**src/rtl/ir_cmd_scheduler.sv**
```systemverilog
`default_nettype none
// ============================================================================
// Module   : ir_cmd_scheduler
// Purpose  : Shares one ir_encoder between NUM_REQ command sources. Sources
//            are arbitrated round-robin. The winner's address and command are
//            packed into the 32-bit frame word {~cmd, cmd, addr, addr}, which
//            is offered to the encoder through a valid/ready handshake. A
//            minimum spacing of FRAME_PERIOD_CYC clocks is enforced between
//            consecutive encoder handshakes.
// Ports    : clk, rst         - clock, synchronous active-high reset
//            req_valid/ready  - per-requester handshake (req_ready is one-hot)
//            req_addr/req_cmd - packed 8-bit address/command per requester
//            enc_cmd/valid    - frame word and valid toward ir_encoder
//            enc_ready        - encoder idle/accept
//            busy             - high while a frame is in SEND or GAP
//            grant_id         - index of the last accepted requester
// Revision : 1.0 - initial release
// ============================================================================
module ir_cmd_scheduler #(
    parameter  int NUM_REQ          = 2,
    parameter  int FRAME_PERIOD_CYC = 2700000,
    localparam int GNT_W            = (NUM_REQ > 1) ? $clog2(NUM_REQ) : 1
) (
    input  logic                   clk,
    input  logic                   rst,
    input  logic [NUM_REQ-1:0]     req_valid,
    input  logic [8*NUM_REQ-1:0]   req_addr,
    input  logic [8*NUM_REQ-1:0]   req_cmd,
    output logic [NUM_REQ-1:0]     req_ready,
    output logic [31:0]            enc_cmd,
    output logic                   enc_valid,
    input  logic                   enc_ready,
    output logic                   busy,
    output logic [GNT_W-1:0]       grant_id
);

    localparam int               CNT_W    = $clog2(FRAME_PERIOD_CYC) + 1;
    localparam logic [CNT_W-1:0] CNT_TERM = CNT_W'(FRAME_PERIOD_CYC - 1);

    typedef enum logic [1:0] {
        ST_IDLE = 2'd0,
        ST_SEND = 2'd1,
        ST_GAP  = 2'd2
    } state_t;

    state_t             state_q,     state_d;
    logic [GNT_W-1:0]   ptr_q,       ptr_d;
    logic [CNT_W-1:0]   cnt_q,       cnt_d;
    logic [31:0]        enc_cmd_q,   enc_cmd_d;
    logic               enc_valid_q, enc_valid_d;
    logic [GNT_W-1:0]   grant_q,     grant_d;

    logic               any_w;
    logic [GNT_W-1:0]   win_w;
    logic [7:0]         sel_addr_w;
    logic [7:0]         sel_cmd_w;
    int                 dist_w;
    int                 best_w;

    // Round-robin pick: the valid requester with the smallest forward
    // distance from the pointer (modulo NUM_REQ) wins.
    always_comb begin
        any_w  = 1'b0;
        win_w  = '0;
        dist_w = 0;
        best_w = NUM_REQ;
        for (int i = 0; i < NUM_REQ; i++) begin
            dist_w = i - int'(ptr_q);
            if (dist_w < 0) begin
                dist_w = dist_w + NUM_REQ;
            end
            if (req_valid[i] && (dist_w < best_w)) begin
                best_w = dist_w;
                win_w  = GNT_W'(i);
                any_w  = 1'b1;
            end
        end
    end

    always_comb begin
        sel_addr_w = '0;
        sel_cmd_w  = '0;
        for (int i = 0; i < NUM_REQ; i++) begin
            if (win_w == GNT_W'(i)) begin
                sel_addr_w = req_addr[8*i +: 8];
                sel_cmd_w  = req_cmd[8*i +: 8];
            end
        end
    end

    // Accept strobe is combinational so the requester sees it in the same
    // cycle it is selected; suppressed while reset is asserted.
    always_comb begin
        req_ready = '0;
        if (!rst && (state_q == ST_IDLE) && any_w) begin
            req_ready = NUM_REQ'(1) << win_w;
        end
    end

    always_comb begin
        state_d     = state_q;
        ptr_d       = ptr_q;
        cnt_d       = cnt_q;
        enc_cmd_d   = enc_cmd_q;
        enc_valid_d = enc_valid_q;
        grant_d     = grant_q;
        case (state_q)
            ST_IDLE: begin
                if (any_w) begin
                    enc_cmd_d   = {~sel_cmd_w, sel_cmd_w, sel_addr_w, sel_addr_w};
                    grant_d     = win_w;
                    ptr_d       = (int'(win_w) == NUM_REQ - 1) ? '0 : (win_w + GNT_W'(1));
                    enc_valid_d = 1'b1;
                    state_d     = ST_SEND;
                end
            end
            ST_SEND: begin
                if (enc_ready) begin
                    enc_valid_d = 1'b0;
                    cnt_d       = CNT_W'(1);
                    state_d     = ST_GAP;
                end
            end
            ST_GAP: begin
                // Counter saturates at the terminal value rather than wrapping.
                if (cnt_q == CNT_TERM) begin
                    state_d = ST_IDLE;
                end else begin
                    cnt_d = cnt_q + CNT_W'(1);
                end
            end
            default: begin
                state_d     = ST_IDLE;
                enc_valid_d = 1'b0;
            end
        endcase
    end

    always_ff @(posedge clk) begin
        if (rst) begin
            state_q     <= ST_IDLE;
            ptr_q       <= '0;
            cnt_q       <= '0;
            enc_cmd_q   <= '0;
            enc_valid_q <= 1'b0;
            grant_q     <= '0;
        end else begin
            state_q     <= state_d;
            ptr_q       <= ptr_d;
            cnt_q       <= cnt_d;
            enc_cmd_q   <= enc_cmd_d;
            enc_valid_q <= enc_valid_d;
            grant_q     <= grant_d;
        end
    end

    assign enc_cmd   = enc_cmd_q;
    assign enc_valid = enc_valid_q;
    assign grant_id  = grant_q;
    assign busy      = (state_q != ST_IDLE);

endmodule
`default_nettype wire

```
**config.mk**
```make
export PLATFORM = sky130hd
export DESIGN_NAME = ir_cmd_scheduler
export DESIGN_NICKNAME = d
export VERILOG_FILES = /design/src/rtl/ir_cmd_scheduler.sv
export SDC_FILE = /design/constraint.sdc
export NUM_CORES = 1
export LEC_CHECK = 0
export ABC_AREA = 1
export BUFFER_PORTS_ARGS = -buffer_cell sky130_fd_sc_hd__clkbuf_2
export CORE_ASPECT_RATIO = 0.9
export CORE_MARGIN = 2
export CORE_UTILIZATION = 57
export DETAILED_ROUTE_END_ITERATION = 16
export HOLD_SLACK_MARGIN = 0.12
export PLACE_DENSITY_LB_ADDON = 0.2
export SLEW_MARGIN = 20
export SYNTH_ARGS = -nofsm -noshare
export SYNTH_HDL_FRONTEND = slang
export SYNTH_SLANG_ARGS = --single-unit
```
**constraint.sdc**
```tcl
create_clock -name clk -period 2.55 [get_ports clk]
set_input_delay 0.1275 -clock clk [delete_from_list [all_inputs] [get_ports clk]]
set_output_delay 0.1275 -clock clk [all_outputs]
set_load 0.05 [all_outputs]
```
==> results_dict.tcl <==
set metrics [dict create \
    synth_commonest_cells "119 x nand2_1, 58 x nor2_1, 52 x dfxtp_1" \
    place_congestion 0.962 \
    grt_max_degree 39 \
    hold_path_depth 3 \
    ys_seq_elements 52 \
    gr-usage-all-layers_pct 30.4 \
    p_seq_share_pct 44.9 \
    slowest_stage "dlygate4sd3_1" \
    cts-root-buf "clkbuf_8" \
    diodes 0 \
    numPortBuffers 73 \
    crit_cells 7 \
    start_util_pct 58.3 \
    die_area_um2 5460 \
    drt_iter0_drc 302 \
    cts_sinks 52 \
    power_density_nw_per_um2 577 \
    ys_seq_area_share_pct 37.4 \
    core_region_area_um2 4770 \
    yosysTopAreaCellShare_pct 37.4 \
    cts_buffers 5 \
    crit_path_max_incr_delay_ns 0.60 \
    postCtsResizedCells 0 \
    routed_via_density 5.27 \
    drc 0 \
    synth_nets 461 \
    finalCritPeriodShare_pct 82.8 \
    async_reset_ff_share_pct 0 \
    hold_viol_final 0 \
    crit_path_max_fanout 17 \
    net-switching-power_uw 780 \
    wl_um 8010 \
    yosysWarnings 0 \
    cpMostUsedCell "nor2_1" \
    fp.dieW_um 77.7 \
    ys_types 31 \
    cts_tree "yes" \
    cellLeakagePower_nw 1.53 \
    multi_input_area_um2 1450 \
    r2r_cells 7 \
    cp.required_ns 2.77 \
    clk_latency_ns 0.33 \
    ant_nets 0 \
    hold_path.class "in -> reg" \
    htreeDepth 2 \
    worstMarginPinSlew_ns 0.484 \
    n_fill_cell 401 \
    seqCellArea_um2 1040 \
    finalMaxSlewViolations 0 \
    syn2layout_area_growth_pct 25.6 \
    cts_buffer_depth 2 \
    critPathArrivalTime_ns 2.33 \
    drive_gt1_share_pct 19.6 \
    post-route-min-period_ns 2.11 \
    cp.buffers_inverters 2 \
    rsz0062_at_grt "false" \
    fmax_mhz 474 \
    crit_chain "nor2_1 -> inv_2 -> nor2_4 -> a22oi_1 -> dlygate4sd3_1 -> o21ai_0 -> nor2_1" \
    firstDrtPassIters 6 \
    antenna_found_initial 0 \
    synthCells 423 \
    via_count 3059 \
    rows 24 \
    switching_share_pct 38.7 \
    syn_area_um2 2780 \
    post_drt_wl_per_cell_um 13.8 \
    hold_ws_ns 0.118 \
    grt_pass1_wl_um 13100 \
    slew-limit-headroom_pct 67.6 \
    cap_violations 0 \
    combPwrFrac_pct 29.7 \
    internal_power_mw 1.24 \
    worstSetupPathType "reg -> reg" \
    skew_ns 0.0122 \
    dpl.hpwl_um 5260 \
    grt_pass1_vias 2710 \
    synth_edf_count 0 \
    synth_most_common_cell "nand2_1" \
    ir_drop_uv 473 \
    critPathLaunchType "flop" \
    nNetsFinal 552 \
    path_clk_slew_ns 0.11 \
    netlist_top_cells_area "dfxtp_1 37%, nand2_1 16%, nand3_1 8.3%" \
    avgSynthCellArea_um2 6.58 \
    crit_family "buffers and inverters" \
    p_clk_share_pct 25.4 \
    yosysTopAreaCell "dfxtp_1" \
    ios 74 \
    status "complete, no violations" \
    die_h_um 70.3 \
    synthFlopType "dfxtp_1" \
    gr-total-overflow 0 \
    setup_violations 0 \
    endpoint_kind "flop" \
    tns_ns 0 \
]
-- power groups by stage --
stage                     Clock (mW)  Sequential [mW]  Combinational (mW)
final                          0.512            0.905               0.599
after global routing           0.538            0.913               0.641
after CTS                      0.515            0.903               0.591
after detailed placement           0            0.921               0.545
after global placement             0            0.919               0.537
after floorplan                    0             1.09               0.262
-- state kept, by name (all words and copies together), names as in the netlist --
signal and cells:
state_q 2, enc_valid 1, grant_id 1, cnt_q 23, enc_cmd 24, ptr_q 1
-- worst paths after layout --
path / slack (ns) / end / from
worst max-delay path: 0.44 / enc_cmd[27] / state_q[0]
worst min-delay path: 0.12 / enc_cmd[8] / req_addr[8]
worst max register to register: 0.44 / enc_cmd[27] / state_q[0]
worst min register to register: 0.47 / enc_valid / enc_valid
-- metal layers --
metal	wire (um)	global-route usage, %
met5	0	0
met4	98	9.92
met1	3630	43.4
met3	491	4.26
met2	3790	47.2
-- metrics by stage --
step,instances,util [%],setup WS [ns],instance area [um^2],power (mW)
2_1_floorplan,423,-,0.963,2780,1.35
3_3_place_gp,545,65.6,0.754,3130,1.46
3_5_place_dp,545,65.6,0.666,3130,1.47
4_1_cts,580,73.2,0.520,3500,2.01
5_1_grt,580,73.2,0.322,3500,2.09
6_report,580,73.2,0.440,3500,2.02
-- cell type report --
class | instances | share of cell area (%)
sequential | 52 | 29.8
inverter | 39 | 4.19
clock inverter | 3 | 0.787
timing repair buffer | 106 | 19.5
tap | 65 | 2.33
clock buffer | 5 | 1.97
multi-input combinational | 310 | 41.5
-- worst reg2reg max path, stage by stage, from the launching register on --
cell           delay (ns)
dfxtp_1              0.38
nor2_1               0.21
inv_2                0.08
nor2_4               0.39
a22oi_1              0.19
dlygate4sd3_1        0.60
o21ai_0              0.09
nor2_1               0.06
-- cells by family after synthesis --
family / synth area share [%]
AND/OR/NAND/NOR: 36.9
AO/OA/AOI/OAI: 13.5
buffers and inverters: 10.5
flip-flops: 37.4
XOR/XNOR: 1.26
adder cells (fa/ha/maj): 0.449
-- cells in the final DEF, fill, tap and decap left out --
| cell type | Yosys | final |
|---|---|---|
| a21oi_4 | 1 | 1 |
| inv_1 | 37 | 37 |
| nand3_2 | 2 | 2 |
| clkinv_4 | 0 | 1 |
| nand2_1 | 119 | 119 |
| o21ai_2 | 1 | 1 |
| nand4_1 | 4 | 4 |
| inv_8 | 0 | 1 |
| dlygate4sd3_1 | 0 | 27 |
| ha_1 | 1 | 1 |
| inv_2 | 2 | 2 |
| o21ai_1 | 1 | 1 |
| clkbuf_2 | 0 | 73 |
| and3_1 | 1 | 1 |
| dfxtp_1 | 52 | 52 |
| nor2_4 | 2 | 2 |
| a21oi_1 | 23 | 23 |
| nand3_1 | 46 | 46 |
| buf_4 | 9 | 6 |
| o21bai_1 | 1 | 1 |
| clkinvlp_4 | 0 | 1 |
| nor2_1 | 58 | 58 |
| clkbuf_8 | 0 | 5 |
| o31ai_1 | 1 | 1 |
| or2_2 | 3 | 3 |
| and2_1 | 2 | 2 |
| a22oi_1 | 16 | 16 |
| nor3_1 | 2 | 2 |
| o21ai_0 | 19 | 19 |
| xor2_1 | 2 | 2 |
| nand2_2 | 3 | 3 |
| xnor2_1 | 2 | 2 |
-- what timing repair did --
item | 4_1_cts | 5_1_grt
buffers inserted | 0 | 0
hold endpoints to repair | 22 | 0
endpoints found under the setup margin | 0 | 0
hold buffers | 27 | 0
Power figures use the tool's default switching activity.
